### src/rtl/mems_dac_sequencer.sv
// Streams 24-bit command ROM words to a MEMS DAC over sclk/sync_n/sdo, MSB first; MEMS_INIT_EN adds a post-reset init of words 0..1.
// Latency: 2+48*CLK_DIV+SYNC_GAP clk per word; no backpressure, start is dropped while busy or on the done cycle.
module mems_dac_sequencer #(
  parameter int CLK_DIV  = 4,
  parameter int SYNC_GAP = 4
) (
  input  logic        clk,
  input  logic        rst,
  input  logic        start,
  output logic [3:0]  addr,
  input  logic [23:0] rom_data,
  output logic        sclk,
  output logic        sync_n,
  output logic        sdo,
  output logic        busy,
  output logic        done
);

  localparam logic [7:0] DIV_LAST = 8'(CLK_DIV - 1);
  localparam logic [7:0] GAP_LAST = 8'(SYNC_GAP - 1);
  localparam logic [2:0] FIRST_IDX = 3'd2;
  localparam logic [2:0] LAST_IDX  = 3'd6;

`ifdef MEMS_INIT_EN
  typedef enum logic [2:0] {IDLE, FETCH, LOAD, SHIFT, GAP, INIT_FETCH, INIT_LOAD} state_t;
`else
  typedef enum logic [2:0] {IDLE, FETCH, LOAD, SHIFT, GAP} state_t;
`endif

  state_t      state;
  logic [2:0]  idx;
  logic [23:0] sreg;
  logic [4:0]  bit_cnt;
  logic [7:0]  div_cnt;
`ifdef MEMS_INIT_EN
  logic        init_pend;
`endif

  always_ff @(posedge clk) begin
    if (rst) begin
      state   <= IDLE;
      idx     <= '0;
      addr    <= '0;
      sreg    <= '0;
      bit_cnt <= '0;
      div_cnt <= '0;
      sclk    <= 1'b1;
      sync_n  <= 1'b1;
      sdo     <= 1'b0;
      busy    <= 1'b0;
      done    <= 1'b0;
`ifdef MEMS_INIT_EN
      init_pend <= 1'b1;
`endif
    end else begin
      done <= 1'b0;
      case (state)
        IDLE: begin
`ifdef MEMS_INIT_EN
          if (init_pend) begin
            state <= INIT_FETCH;
            idx   <= 3'd0;
            addr  <= 4'd0;
            busy  <= 1'b1;
          end else
`endif
          if (start && !busy && !done) begin
            state <= FETCH;
            idx   <= FIRST_IDX;
            addr  <= {1'b0, FIRST_IDX};
            busy  <= 1'b1;
          end
        end

        FETCH: state <= LOAD;

`ifdef MEMS_INIT_EN
        INIT_FETCH: state <= INIT_LOAD;

        LOAD, INIT_LOAD: begin
`else
        LOAD: begin
`endif
          sreg    <= rom_data;
          sdo     <= rom_data[23];
          sync_n  <= 1'b0;
          sclk    <= 1'b1;
          bit_cnt <= '0;
          div_cnt <= '0;
          state   <= SHIFT;
        end

        // sclk falls mid-bit for the DAC to sample; each rise presents the next bit
        SHIFT: begin
          if (div_cnt == DIV_LAST) begin
            div_cnt <= '0;
            if (sclk) begin
              sclk <= 1'b0;
            end else if (bit_cnt == 5'd23) begin
              sclk   <= 1'b1;
              sync_n <= 1'b1;
              sdo    <= 1'b0;
              state  <= GAP;
            end else begin
              sclk    <= 1'b1;
              bit_cnt <= bit_cnt + 5'd1;
              sreg    <= {sreg[22:0], sreg[23]};
              sdo     <= sreg[22];
            end
          end else begin
            div_cnt <= div_cnt + 8'd1;
          end
        end

        GAP: begin
          if (div_cnt == GAP_LAST) begin
            div_cnt <= '0;
`ifdef MEMS_INIT_EN
            if (init_pend) begin
              if (idx == 3'd0) begin
                idx   <= 3'd1;
                addr  <= 4'd1;
                state <= INIT_FETCH;
              end else begin
                init_pend <= 1'b0;
                busy      <= 1'b0;
                state     <= IDLE;
              end
            end else
`endif
            if (idx == LAST_IDX) begin
              busy  <= 1'b0;
              done  <= 1'b1;
              state <= IDLE;
            end else begin
              idx   <= idx + 3'd1;
              addr  <= {1'b0, idx + 3'd1};
              state <= FETCH;
            end
          end else begin
            div_cnt <= div_cnt + 8'd1;
          end
        end

        default: state <= IDLE;
      endcase
    end
  end

endmodule

### config.mk
export PLATFORM = sky130hd
export DESIGN_NAME = mems_dac_sequencer
export DESIGN_NICKNAME = d
export VERILOG_FILES = /design/src/rtl/mems_dac_sequencer.sv
export SDC_FILE = /design/constraint.sdc
export NUM_CORES = 1
export LEC_CHECK = 0
export ABC_AREA = 1
export BUFFER_PORTS_ARGS = -buffer_cell sky130_fd_sc_hd__buf_2
export CORE_ASPECT_RATIO = 0.5
export CORE_MARGIN = 3
export CORE_UTILIZATION = 25
export CTS_CLUSTER_SIZE = 24
export DETAILED_ROUTE_END_ITERATION = 16
export PLACE_DENSITY = 0.44
export SETUP_SLACK_MARGIN = 0.3
export SLEW_MARGIN = 20
export SYNTH_ARGS = -nofsm -noshare
export SYNTH_HDL_FRONTEND = slang
export SYNTH_SLANG_ARGS = --single-unit
### constraint.sdc
create_clock -name clk -period 1.8 [get_ports clk]
set_input_delay 0.09 -clock clk [delete_from_list [all_inputs] [get_ports clk]]
set_output_delay 0.09 -clock clk [all_outputs]
set_load 0.1 [all_outputs]
==> flow_summary.yaml <==
timing:
  skew_ps: 3.116
  finalSetupTns_ps: 0
  setup_viol: 0
  fmax_ghz: 0.6777
  fin_crit_ps: 1476
  period_share: 0.8198
  finalHoldViolations: 0
  finalMaxSlewViolations: 0
  rsz0062_at_grt: "yes"
cells_and_area:
  final_common_cell: "nand2_1"
  design_area_um2: 3781
  syn2layout_area_growth_pct: 36.43
  antenna_cells: 0
  drive_above_1_share: 0.2601
  nets: 526
  final_cell_mix: "150 x nand2_1, 44 x inv_1, 44 x nand3_1"
setup_path:
  rr_startpoint: "bit_cnt[0]"
  r2r_slack_ps: 320
  crit_arrival_ps: 1660
  cp-end-kind: "flop"
  cp_max_fo: 10
  critPathKind: "reg2reg"
  cp_data_required_time_ps: 1980
  startpoint_type: "flop"
  r2r_cells: 8
  regToRegEndpoint: "sreg[7]"
  critPathLaunch: "bit_cnt[0]"
  crit_end: "sreg[7]"
die:
  rows: 26
  initial_core_util: 0.2638
  core_area_um2: 10510
  die_w_um: 154.9
  dieArea_um2: 12460
  io-pin-count: 36
  chipHeight_um: 80.45
clock_tree:
  cts.path.max_buffers: 2
  clock_sinks: 48
  cts_max_level: 2
  clk_latency_ps: 290
  numCtsBuffers: 5
  cts_tree: "built"
  cts_root_buf: "clkbuf_16"
  path_clk_slew_ps: 60
placed_design:
  placed_cell_area_um2: 3094
  dp_hpwl_mm: 4.457
  portBuffers: 34
  gp_congestion: 0.7632
drt:
  wirelength_mm: 8.017
  vias: 2842
  drc: 0
  drtIter0Drc: 94
  highest_layer: "met4"
  avgViaCountPerCell: 4.469
  postRouteAntennaNets: 0
  wl_per_cell_um: 12.61
  dr_wl_met2_mm: 3.410
  met3_length_um: 247
  wl_met1_mm: 4.318
  drt_pre_antenna_iters: 4
global_route:
  grt_util_all_layers: 0.1200
  grt_max_degree: 37
  grt_pass1_wl_mm: 12.22
  antenna_found_initial: 0
  overflow: 0
  first_global_vias: 2568
yosys:
  synth_top_area_frac: 0.3467
  syn_area_um2: 2771
  synth.area.top_cells: "dfxtp_1 35%, nand2_1 21%, nand3_1 9.2%, a21oi_1 8.3%, inv_1 6.0%"
  synth_cells: 451
  ys_seq_area_frac: 0.3467
  syn_nets: 482
  synth_top_cell_by_area: "dfxtp_1"
  synth.distinct_cells: 27
  ys_warn_count: 0
  synth_area_per_cell_um2: 6.145
  synth-seq-cells: 48
power_and_ir_drop:
  peakVddDrop_v: 0.0004641
  p_leak_nw: 1.771
  p_per_area_nw_per_um2: 1369
worst_hold_path:
  hold_class: "in2reg"
outcome:
  status: "completed"
flow_run:
  maxCapViolations: 0
[where the power goes]
group          total [mW]  switching [mW]  internal (mW)
sequential           1.68           0.268           1.41
clock               0.962           0.406          0.556
combinational        2.54            1.51           1.03
total                5.18            2.18           2.99
[layout make-up]
| class | instances | area [um2] |
|---|---|---|
| well taps | 140 | 175.2 |
| flip-flops and latches | 48 | 992.2 |
| fillers | 1149 | 6726 |
| clock buffers | 8 | 146.4 |
| repair buffers | 60 | 619.3 |
| inverters | 54 | 205.2 |
| multi-input cells | 326 | 1643 |
[state kept, by name, summed over array words and instances, names as in the netlist]
register and count:
sreg 24, div_cnt 8, bit_cnt 5, addr 3
state 3, busy 1, done 1, sclk 1
sdo 1, sync_n 1
[cells in the mapped netlist]
master	count
clkbuf_1	3
nor3_1	1
nand2_2	1
buf_4	4
nand2_1	155
o21a_1	1
or2_0	1
nand3b_1	1
nand3_2	2
o22ai_1	1
inv_1	44
dfxtp_1	48
nand3_1	51
buf_6	6
o211ai_1	1
o21ai_0	5
ha_1	4
nand4_1	6
buf_1	1
inv_2	10
conb_1	1
o21ai_1	4
a21oi_1	46
nor2_1	43
nor3_2	1
o21ai_2	1
buf_2	9
[cell families after synthesis]
family                   Yosys count  synth area share
AND/OR/NAND/NOR                  262            0.3937
AO/OA/AOI/OAI                     59            0.1102
adder cells (fa/ha/maj)            4           0.01806
buffers and inverters             77            0.1300
flip-flops                        48            0.3467
other                              1          0.001353
[worst min path at each step]
stage,start,endpoint,slack (ps),cells past startpoint
4_1_cts,rst,addr[2],190,3
6_report,rst,addr[2],200,3
3_3_place_gp,busy,busy,460,2
5_1_grt,rst,state[2],210,3
2_1_floorplan,rst,state[0],260,2
3_5_place_dp,sync_n,sync_n,460,2
[repair_timing]
| action | CTS | global route |
|---|---|---|
| setup buffers | 3 | 5 |
| gates resized for setup | 14 | 52 |
| endpoints found under the setup margin | 30 | 36 |
| hold buffers | 0 | 0 |
| gates cloned | 3 | 6 |
| pin swaps | 3 | 10 |
[metal layers]
layer | up-vias | GRT usage
met5 | - | 0
met3 | 5 | 0.02960
met1 | 1303 | 0.1646
li1 | 1507 | -
met2 | 27 | 0.1926
met4 | 0 | 0.02203
[metrics by stage]
step	total power [mW]	std cells	hold slack (ps)	util	worst slack [ps]
after floorplan	3.121	451	257.1	-	322.7
after global placement	3.496	611	458.4	0.2945	206.7
after detailed placement	3.482	611	458.8	0.2945	155.2
after CTS	4.718	625	189.4	0.3226	295.0
after global routing	5.555	636	214.3	0.3598	259.1
final	5.175	636	197.2	0.3598	324.4
[critical path, cell delays in order, from the launching register on]
cell       delay, ps
dfxtp_4          380
ha_4             150
nand2_4           70
nor3_4           170
o21ai_4           90
buf_12           150
clkbuf_16        160
a21oi_1          150
nor2_1            60
(Power assumes the default switching activity.)
